### src/rtl/cache_pkg.sv
// Shared geometry, tag-entry layout and FSM encoding for the 2-way data cache.
package cache_pkg;

  localparam int unsigned WORD_BITS  = 32;
  localparam int unsigned BLOCK_BITS = 128;
  localparam int unsigned TAG_BITS   = 20;
  localparam int unsigned ENTRY_BITS = 23;

  // Entry layout: [22] valid, [21] used, [20] dirty, [19:0] tag.
  typedef struct packed {
    logic                valid;
    logic                used;
    logic                dirty;
    logic [TAG_BITS-1:0] tag;
  } tag_entry_t;

  localparam logic [2:0] ST_IDLE      = 3'd0;
  localparam logic [2:0] ST_LOOKUP    = 3'd1;
  localparam logic [2:0] ST_WRITEBACK = 3'd2;
  localparam logic [2:0] ST_REFILL    = 3'd3;
  localparam logic [2:0] ST_RESPOND   = 3'd4;

  function automatic logic [WORD_BITS-1:0] get_word(input logic [BLOCK_BITS-1:0] blk,
                                                    input logic [1:0]            sel);
    return blk[{sel, 5'd0} +: WORD_BITS];
  endfunction

  function automatic logic [BLOCK_BITS-1:0] merge_word(input logic [BLOCK_BITS-1:0] blk,
                                                       input logic [1:0]            sel,
                                                       input logic [WORD_BITS-1:0]  word);
    logic [BLOCK_BITS-1:0] res;
    res = blk;
    res[{sel, 5'd0} +: WORD_BITS] = word;
    return res;
  endfunction

endpackage

### src/rtl/dcache_victim_sel.sv
// Chooses the replacement way for a miss: first invalid way, else the not-recently-used one.
module dcache_victim_sel
  import cache_pkg::*;
(
  input  logic [ENTRY_BITS-1:0] i_tag0,
  input  logic [ENTRY_BITS-1:0] i_tag1,
  output logic                  o_way,
  output logic                  o_dirty,
  output logic [TAG_BITS-1:0]   o_tag
);

  tag_entry_t w_t0;
  tag_entry_t w_t1;
  tag_entry_t w_victim;

  assign w_t0 = i_tag0;
  assign w_t1 = i_tag1;

  always_comb begin
    if (!w_t0.valid) begin
      o_way = 1'b0;
    end else if (!w_t1.valid) begin
      o_way = 1'b1;
    end else begin
      // Equal used bits fall back to way 0.
      o_way = w_t0.used & ~w_t1.used;
    end
    w_victim = o_way ? w_t1 : w_t0;
    o_dirty  = w_victim.valid & w_victim.dirty;
    o_tag    = w_victim.tag;
  end

endmodule

### src/rtl/dcache_controller.sv
// Blocking 2-way write-back data cache controller driving external tag/data RAMs.
module dcache_controller
  import cache_pkg::*;
#(
  parameter int unsigned INDEX_BIT = 10
) (
  input  logic                  clk,
  input  logic                  rst,
  input  logic                  cpu_req,
  input  logic                  cpu_we,
  input  logic [31:0]           cpu_addr,
  input  logic [31:0]           cpu_wdata,
  output logic [31:0]           cpu_rdata,
  output logic                  cpu_done,
  output logic                  mem_req,
  output logic                  mem_we,
  output logic [31:0]           mem_addr,
  output logic [BLOCK_BITS-1:0] mem_wdata,
  input  logic [BLOCK_BITS-1:0] mem_rdata,
  input  logic                  mem_ack,
  output logic [INDEX_BIT-1:0]  ram_index,
  output logic [1:0]            tag_we,
  output logic [ENTRY_BITS-1:0] tag0_wdata,
  output logic [ENTRY_BITS-1:0] tag1_wdata,
  input  logic [ENTRY_BITS-1:0] tag0_rdata,
  input  logic [ENTRY_BITS-1:0] tag1_rdata,
  output logic [1:0]            data_we,
  output logic [BLOCK_BITS-1:0] data_wdata,
  input  logic [BLOCK_BITS-1:0] data0_rdata,
  input  logic [BLOCK_BITS-1:0] data1_rdata
);

  logic [2:0]            r_state;
  logic [2:0]            w_next;
  logic [31:0]           r_addr;
  logic [31:0]           r_wdata;
  logic                  r_we;
  tag_entry_t            r_tag0;
  tag_entry_t            r_tag1;
  logic                  r_vway;
  logic [TAG_BITS-1:0]   r_vtag;
  logic [BLOCK_BITS-1:0] r_vdata;
  logic [BLOCK_BITS-1:0] r_block;

  tag_entry_t            w_tag0;
  tag_entry_t            w_tag1;
  tag_entry_t            w_e0;
  tag_entry_t            w_e1;
  logic [TAG_BITS-1:0]   w_req_tag;
  logic [INDEX_BIT-1:0]  w_req_idx;
  logic [1:0]            w_req_word;
  logic                  w_hit0;
  logic                  w_hit;
  logic                  w_hit_way;
  logic [BLOCK_BITS-1:0] w_hit_blk;
  logic [BLOCK_BITS-1:0] w_fill;
  logic                  w_vway;
  logic                  w_vdirty;
  logic [TAG_BITS-1:0]   w_vtag;

  assign w_tag0     = tag0_rdata;
  assign w_tag1     = tag1_rdata;
  assign w_req_tag  = r_addr[31:32-TAG_BITS];
  assign w_req_idx  = r_addr[INDEX_BIT+1:2];
  assign w_req_word = r_addr[1:0];
  assign w_hit0     = w_tag0.valid && (w_tag0.tag == w_req_tag);
  assign w_hit      = w_hit0 || (w_tag1.valid && (w_tag1.tag == w_req_tag));
  assign w_hit_way  = ~w_hit0;
  assign w_hit_blk  = w_hit_way ? data1_rdata : data0_rdata;
  assign w_fill     = r_we ? merge_word(mem_rdata, w_req_word, r_wdata) : mem_rdata;

  dcache_victim_sel u_victim_sel (
    .i_tag0  (tag0_rdata),
    .i_tag1  (tag1_rdata),
    .o_way   (w_vway),
    .o_dirty (w_vdirty),
    .o_tag   (w_vtag)
  );

  // The RAMs register their address, so the new index must be presented in the accept cycle.
  assign ram_index = rst ? '0 :
                     ((r_state == ST_IDLE) && cpu_req) ? cpu_addr[INDEX_BIT+1:2] : w_req_idx;
  assign tag0_wdata = w_e0;
  assign tag1_wdata = w_e1;

  always_comb begin
    w_next     = r_state;
    cpu_done   = 1'b0;
    cpu_rdata  = '0;
    mem_req    = 1'b0;
    mem_we     = 1'b0;
    mem_addr   = '0;
    mem_wdata  = '0;
    tag_we     = 2'b00;
    w_e0       = w_tag0;
    w_e1       = w_tag1;
    data_we    = 2'b00;
    data_wdata = '0;
    case (r_state)
      ST_IDLE: begin
        if (cpu_req) w_next = ST_LOOKUP;
      end
      ST_LOOKUP: begin
        if (w_hit) begin
          cpu_done  = 1'b1;
          cpu_rdata = get_word(w_hit_blk, w_req_word);
          tag_we    = 2'b11;
          w_e0.used = ~w_hit_way;
          w_e1.used = w_hit_way;
          if (r_we) begin
            if (w_hit_way) w_e1.dirty = 1'b1;
            else           w_e0.dirty = 1'b1;
            data_we    = w_hit_way ? 2'b10 : 2'b01;
            data_wdata = merge_word(w_hit_blk, w_req_word, r_wdata);
          end
          w_next = ST_IDLE;
        end else begin
          w_next = w_vdirty ? ST_WRITEBACK : ST_REFILL;
        end
      end
      ST_WRITEBACK: begin
        mem_req   = 1'b1;
        mem_we    = 1'b1;
        mem_addr  = {r_vtag, w_req_idx, 2'b00};
        mem_wdata = r_vdata;
        if (mem_ack) w_next = ST_REFILL;
      end
      ST_REFILL: begin
        mem_req  = 1'b1;
        mem_addr = {r_addr[31:2], 2'b00};
        if (mem_ack) begin
          tag_we    = 2'b11;
          w_e0      = r_tag0;
          w_e1      = r_tag1;
          w_e0.used = 1'b0;
          w_e1.used = 1'b0;
          if (r_vway) w_e1 = {1'b1, 1'b1, r_we, w_req_tag};
          else        w_e0 = {1'b1, 1'b1, r_we, w_req_tag};
          data_we    = r_vway ? 2'b10 : 2'b01;
          data_wdata = w_fill;
          w_next     = ST_RESPOND;
        end
      end
      ST_RESPOND: begin
        cpu_done  = 1'b1;
        cpu_rdata = get_word(r_block, w_req_word);
        w_next    = ST_IDLE;
      end
      default: w_next = ST_IDLE;
    endcase
    // Reset wins combinationally so an ack coinciding with reset cannot write the RAMs.
    if (rst) begin
      w_next    = ST_IDLE;
      cpu_done  = 1'b0;
      cpu_rdata = '0;
      mem_req   = 1'b0;
      mem_we    = 1'b0;
      mem_addr  = '0;
      mem_wdata = '0;
      tag_we    = 2'b00;
      data_we   = 2'b00;
    end
  end

  always_ff @(posedge clk) begin
    if (rst) begin
      r_state <= ST_IDLE;
      r_addr  <= '0;
      r_wdata <= '0;
      r_we    <= 1'b0;
      r_tag0  <= '0;
      r_tag1  <= '0;
      r_vway  <= 1'b0;
      r_vtag  <= '0;
      r_vdata <= '0;
      r_block <= '0;
    end else begin
      r_state <= w_next;
      if ((r_state == ST_IDLE) && cpu_req) begin
        r_addr  <= cpu_addr;
        r_we    <= cpu_we;
        r_wdata <= cpu_wdata;
      end
      if (r_state == ST_LOOKUP) begin
        r_tag0  <= w_tag0;
        r_tag1  <= w_tag1;
        r_vway  <= w_vway;
        r_vtag  <= w_vtag;
        r_vdata <= w_vway ? data1_rdata : data0_rdata;
      end
      if ((r_state == ST_REFILL) && mem_ack) r_block <= w_fill;
    end
  end

endmodule

### config.mk
export PLATFORM = sky130hd
export DESIGN_NAME = dcache_controller
export DESIGN_NICKNAME = d
export VERILOG_FILES = /design/src/rtl/cache_pkg.sv /design/src/rtl/dcache_victim_sel.sv /design/src/rtl/dcache_controller.sv
export SDC_FILE = /design/constraint.sdc
export NUM_CORES = 2
export LEC_CHECK = 0
export CAP_MARGIN = 20
export CORE_AREA = 3 3 341 343
export CTS_CLUSTER_SIZE = 12
export DETAILED_ROUTE_END_ITERATION = 10
export DIE_AREA = 0 0 344 346
export SYNTH_ARGS = -nofsm -noshare
export SYNTH_HDL_FRONTEND = slang
export SYNTH_SLANG_ARGS = --single-unit
### constraint.sdc
create_clock -name clk -period 3.8 [get_ports clk]
set_input_delay 0.76 -clock clk [delete_from_list [all_inputs] [get_ports clk]]
set_output_delay 0.76 -clock clk [all_outputs]
set_load 0.02 [all_outputs]
; ---- Word-level counts from Yosys, hierarchy flattened
; Index checks and enable logic that the tools add are counted.
[totals]
regBits = 389
output_inout_bits = 383
inputBits = 499
[op_classes]
n_reduce_logical = 8
n_addsub = 1
n_mux = 61
eq_ne = 9
bitwise_logic = 4
n_shift = 4
[ops]
columns = cell, n
row1 = $mux W128, 8
row2 = $bwmux W128, 2
row3 = $pmux W128 S2, 1
row4 = $shiftx A128 B8 Y32, 2
row5 = $pmux W32 S2, 2
row6 = $shift A32 B9 Y128 const A, 1
row7 = $shiftx A32 B9 Y128, 1
row8 = $mux W23, 5
row9 = $mux W32, 3
row10 = $eq A20 B20 Y1, 2
row11 = $mux W20, 2
row12 = $mux W2, 12
row13 = $mux W10, 2
row14 = $pmux W2 S2, 4
row15 = $mux W1, 15
row16 = $pmux W3 S4, 1
row17 = $mux W3, 3
row18 = $neg A7 Y9, 1
row19 = $eq A3 B2 Y1 const B, 2
row20 = $ne A2 B2 Y1 const B, 3
row21 = $logic_and A1 B1 Y1, 4
row22 = $eq A3 B1 Y1 const B, 1
row23 = $eq A3 B3 Y1 const B, 1
row24 = $logic_not A3 Y1, 1
row25 = 6 further kinds, 8

; ---- Longest topological paths before layout
[depth]
depth_word = 9
ltp_mapped = 13
ltp_nobuf = 8

; ---- By module
; Synthesis repeated with hierarchy kept, for this count alone.
[unflattened]
cells_unflattened = 3097
hier_area_um2 = 24549.8
[by_module_without_submodules]
columns = mod, instances, cells_per_inst, area_per_inst_um2, seq_area_each_um2
row1 = dcache_controller, 1, 3069, 24179.4, 7787.5
row2 = dcache_victim_sel, 1, 28, 370.4, 0.0

; ---- Worst setup path before layout
; Ideal clock, no wire load.
[synth_timing]
path_type = input -> output
from = input tag0_rdata[17]
to = output tag_we[1]
arrival_time_ps = 2998
path_stages = 12
required_ps = 3040
path_buffers = 5
path_slack_ps = 42
path_cell_list = xnor2_1 nand4_1 nor4_2 and2_1 buf_2 o21a_1 buf_4 buf_6 buf_4 nor2_1 nor3_1 buf_4
[synth_via]
elab_chain_cells = 6
[synth_rtl]
columns = element, line_no
row1 = from (decl), dcache_controller.sv:25  ; input logic [ENTRY_BITS-1:0] tag0_rdata,
row2 = $eq A20 B20 Y1, dcache_controller.sv:66  ; assign w_hit0 = w_tag0.valid && (w_tag0.tag == w_req_tag);
row3 = $logic_and A1 B1 Y1, dcache_controller.sv:66
row4 = $logic_or A1 B1 Y1, dcache_controller.sv:67  ; assign w_hit = w_hit0 || (w_tag1.valid && (w_tag1.tag == w_req_tag));
row5 = $mux W2, dcache_controller.sv:104  ; if (w_hit) begin
row6 = $pmux W2 S2, dcache_controller.sv:99  ; case (r_state)
row7 = $mux W2, dcache_controller.sv:152  ; if (rst) begin
row8 = to (decl), dcache_controller.sv:22  ; output logic [1:0] tag_we,
; Every way passes these cells.

; ---- Final worst setup path
[layout_timing]
from = register r_addr[28]
to = output cpu_rdata[28]
[layout_via]
elab_chain_cells = 7
word_cells_on_any_way = 10
cone_classes = eq/ne: 2 / shift: 1 / mux: 4 / reduce/logical: 3
[layout_rtl]
columns = element, line_no
row1 = from (decl), dcache_controller.sv:35  ; logic [31:0] r_addr;
row2 = from (signal assigned), dcache_controller.sv:180  ; r_addr <= cpu_addr;
row3 = $eq A20 B20 Y1, dcache_controller.sv:66
row4 = $logic_and A1 B1 Y1, dcache_controller.sv:66
row5 = $mux W128, dcache_controller.sv:69  ; assign w_hit_blk = w_hit_way ? data1_rdata : data0_rdata;
row6 = $shiftx A128 B8 Y32, cache_pkg.sv:25  ; return blk[{sel, 5'd0} +: WORD_BITS];
row7 = $mux W32 *, dcache_controller.sv:104
row8 = $pmux W32 S2 *, dcache_controller.sv:99
row9 = $mux W32 *, dcache_controller.sv:152
row10 = to (decl), dcache_controller.sv:13  ; output logic [31:0] cpu_rdata,
; Mark *: on every way between the ends. The rest lies on a longest branch, timed or not.

==> impl_results.md <==
- Failing checks: setup timing
- DR top layer: met5
- CTS tree: built
- Post-route DRC: 0
- Largest net degree at the start of global routing: 206
- Startpoint class of the critical path: register
- CTS Sinks: 389
- M1 WL: 77000 um
- Routed via count: 31.0k
- Crit end category: primary output
- Final worst setup slack: -0.670 ns
- Crit path max-delay cell type: nor4_4
- Synth top area share: 0.322
- Internal power: 8.99 mW
- Routed WL: 198000 um
- Max_slew headroom: 0.347
- Max incr delay on CP: 0.37 ns
- Hold-fix buffers, CTS: 0
- GRT Resource Usage Total: 0.313
- Clk Latency, worst-skew pair: 0.66 ns
- Psw: around 4.3 mW
- Clk buf depth: 3
- IO Pins: between 800 and 900
- PD cells: 289 mW/mm2
- Area growth, synth to finish: 90.0%
- Post-Syn Area per Cell: 8.01 um2
- Final setup violating endpoints: about 170
- EDFF count, synth: 0
- Peak VDD IR: 0.291 mV
- Synthesized area: 0.0242 mm2
- First-pass GRT wire length: 257000 um
- DR WL met3: 26500 um
- Die height: ~350 um
- Port buffer count: 879
- Synth Instances: 3020
- Gpl congestion: 0.988
- Min-Delay Path Class: in2reg
- Yosys warns: 0
- Rows: 124
- Starting Density: 0.212
- Most common cell in the netlist: nor2_1
- Worst-margin pin slew: between 0.9 and 1 ns
- Tmin final: 4.47 ns
- Sw Ratio: 0.324
- WL met2: 84900 um
- CTS Buf Count: 52
- Number of global-route vias before repair: 29.0k
- Clock transition at path regs: 0.06 ns
- Detailed placement HPWL: 156000 um
- Top cells by area, synth: dfxtp_1, mux2i_1, nor2_1
- Seq cells post-synth: between 300 and 400
- Final period util: 1.18
- DRT iter0 DRCs: 3450
- Largest area contributor in the netlist: dfxtp_1
- RSZ-0062 raised after global routing: yes
- Core ar.: 0.114 mm2
- Sequential share of the synthesized area: 0.322
- Max-slew violations: 0
- Max_cap viols: 0
- Horiz. Die Dim: between 300 and 400 um
- Synth Flop Type: dfxtp_1
- Hold Vio Cnt, Final: 0
- WL/cell: 34.2 um
- Worst Clk Skew: about 0.026 ns
- Layout cell share with drive strength beyond 1: 0.327
- Buffers & Inverters on Critical Path: 6
- Highest Clock Rate: about 0.22 GHz
- LEAKAGE: 17.9 nW
- Yosys cell types: 48
- CTS Root Cell: clkbuf_16
- Worst path top cell family by delay: buffers and inverters
- Final nets: 4693
- Post-layout util: 0.403
- Remaining Overflow, GRT: 0
- Arrival @ worst endpoint: 3.71 ns
- Comb power frac: 0.252
- Setup TNS: -72.91 ns
- TritonRoute pass-1 iters: 7
- Crit-path cells: buf_6 > xnor2_4 > nand4_1 > nor4_4 > buf_6 > nand2_8 > buf_4 > bufbuf_16 > buf_12 > mux2i_2 > and2_1 > o31ai_2 > buf_4
- Clock network fraction of total power: 0.393
- Die ar.: 0.119 mm2
- Sequential power share: 0.355
- Initial antenna violation count: 100
- CP Max Fanout: 9
- Via density: 5.36
- WS Path Type: reg2out
- Post-synth top cells: nor2_1, dfxtp_1, mux2i_1, nand2_1, clkbuf_1
- Final ANT Viol Nets: 0
- Status: finished with violations
- Async set-reset flop share out of synthesis: 0
- Req. time, crit path: around 3 ns
- H-tree Lvls: 2
==> area by class of cell <==
type | instances | area (um2)
fillers | 11200 | 67900
multi-input cells | 2281 | 18100
repair buffers | 1461 | 16200
flip-flops and latches | 389 | 7810
well taps | 1512 | 1890
clock buffers | 69 | 1470
clock inverters | 19 | 282
diodes | 56 | 140
inverters | 4 | 15.0
==> timing repair <==
| item | in CTS | in global routing |
|---|---|---|
| gates resized for setup | 862 | 264 |
| buffers inserted | 84 | 30 |
| setup endpoints to repair | 207 | 177 |
| gates cloned | 17 | 6 |
| pin swaps | 110 | 72 |
| hold endpoints to repair | 0 | 0 |
==> per-stage QoR <==
stage	power [mW]	instances	instance area [um2]	setup slack, ns	hold slack [ns]
after CTS	13.2	5724	44400	-0.619	0.375
after floorplan	6.04	3021	24200	0.0425	0.433
after detailed placement	7.85	5560	38800	-1.49	0.446
final	13.3	5791	45900	-0.670	0.423
after global routing	13.6	5757	45900	-0.734	0.394
after global placement	7.83	5560	38800	-1.53	0.439
==> state kept, by name, indices dropped and copies added, names as in the netlist <==
register / count
r_vdata: 128
r_wdata: 32
r_addr: 32
r_vtag: 20
r_we: 1
r_state: 3
r_block: 128
r_vway: 1
r_tag1: 22
r_tag0: 22
==> worst reg2reg max path, cell delays in order, from the launching register on <==
cell and delay (ns):
dfxtp_2 0.36, buf_4 0.32, ha_1 0.24, nand2_1 0.15, nor4_4 0.30, buf_12 0.21, buf_12 0.26, a22oi_1 0.14
nor2_1 0.41, buf_4 0.19, a21oi_1 0.03, nor2_1 0.07
==> final timing paths <==
| kind | startpoint | endpoint | slack, ns | depth (start not counted) |
|---|---|---|---|---|
| min reg2reg | r_tag0[9]$_SDFFE_PP0P_ | r_tag0[9]$_SDFFE_PP0P_ | 0.45 | 2 |
| max reg2reg | r_addr[0]$_SDFFE_PP0P_ | r_block[114]$_SDFFE_PP0P_ | 1.05 | 11 |
| min | rst | r_tag0[22]$_SDFFE_PP0P_ | 0.42 | 2 |
| max | r_addr[28]$_SDFFE_PP0P_ | cpu_rdata[28] | -0.67 | 13 |
==> metal layers <==
metal / up-vias / GRT usage
met5: - / 0
met4: 62 / 0.116
met3: 433 / 0.149
met2: 2025 / 0.470
met1: 15200 / 0.388
li1: 13300 / -
==> cell families (layout without fill, tap and decap cells) <==
group | after synthesis | after routing | synth area share
mux | 409 | 409 | 0.204
flops | 389 | 389 | 0.322
compound gates | 920 | 920 | 0.234
other cells | 1 | 58 | 0.000155
fa+ha+maj | 5 | 5 | 0.00259
simple gates | 903 | 904 | 0.162
buf+inv | 352 | 1553 | 0.0609
xor+xnor | 41 | 41 | 0.0149
==> power groups by stage <==
stage | sequential, mW | combinational [mW] | clock (mW)
2_1_floorplan | 4.56 | 1.48 | 0
3_3_place_gp | 4.75 | 3.08 | 0
3_5_place_dp | 4.75 | 3.09 | 0
4_1_cts | 4.69 | 3.23 | 5.28
5_1_grt | 4.73 | 3.51 | 5.40
6_report | 4.72 | 3.35 | 5.22
==> layout by cell type, fill, tap and decap left out, drive strengths merged, types with 6 or more instances in the layout <==
cell | netlist | layout
a211oi | 149 | 149
a21oi | 251 | 251
a22o | 16 | 16
a22oi | 159 | 159
a31oi | 130 | 130
and2 | 149 | 149
and3 | 12 | 12
buf | 85 | 841
bufinv | 0 | 6
clkbuf | 263 | 77
clkdlybuf4s50 | 0 | 580
clkinv | 1 | 8
dfxtp | 389 | 389
diode | 0 | 56
dlygate4sd2 | 0 | 16
dlymetal6s2s | 0 | 12
mux2 | 24 | 24
mux2i | 321 | 321
mux4 | 64 | 64
nand2 | 279 | 280
nand3 | 6 | 6
nand4 | 6 | 6
nor2 | 423 | 423
nor3 | 7 | 7
nor4 | 6 | 6
o21ai | 198 | 198
o31ai | 10 | 10
xnor2 | 28 | 28
xor2 | 13 | 13
Power figures use the tool's default switching activity.
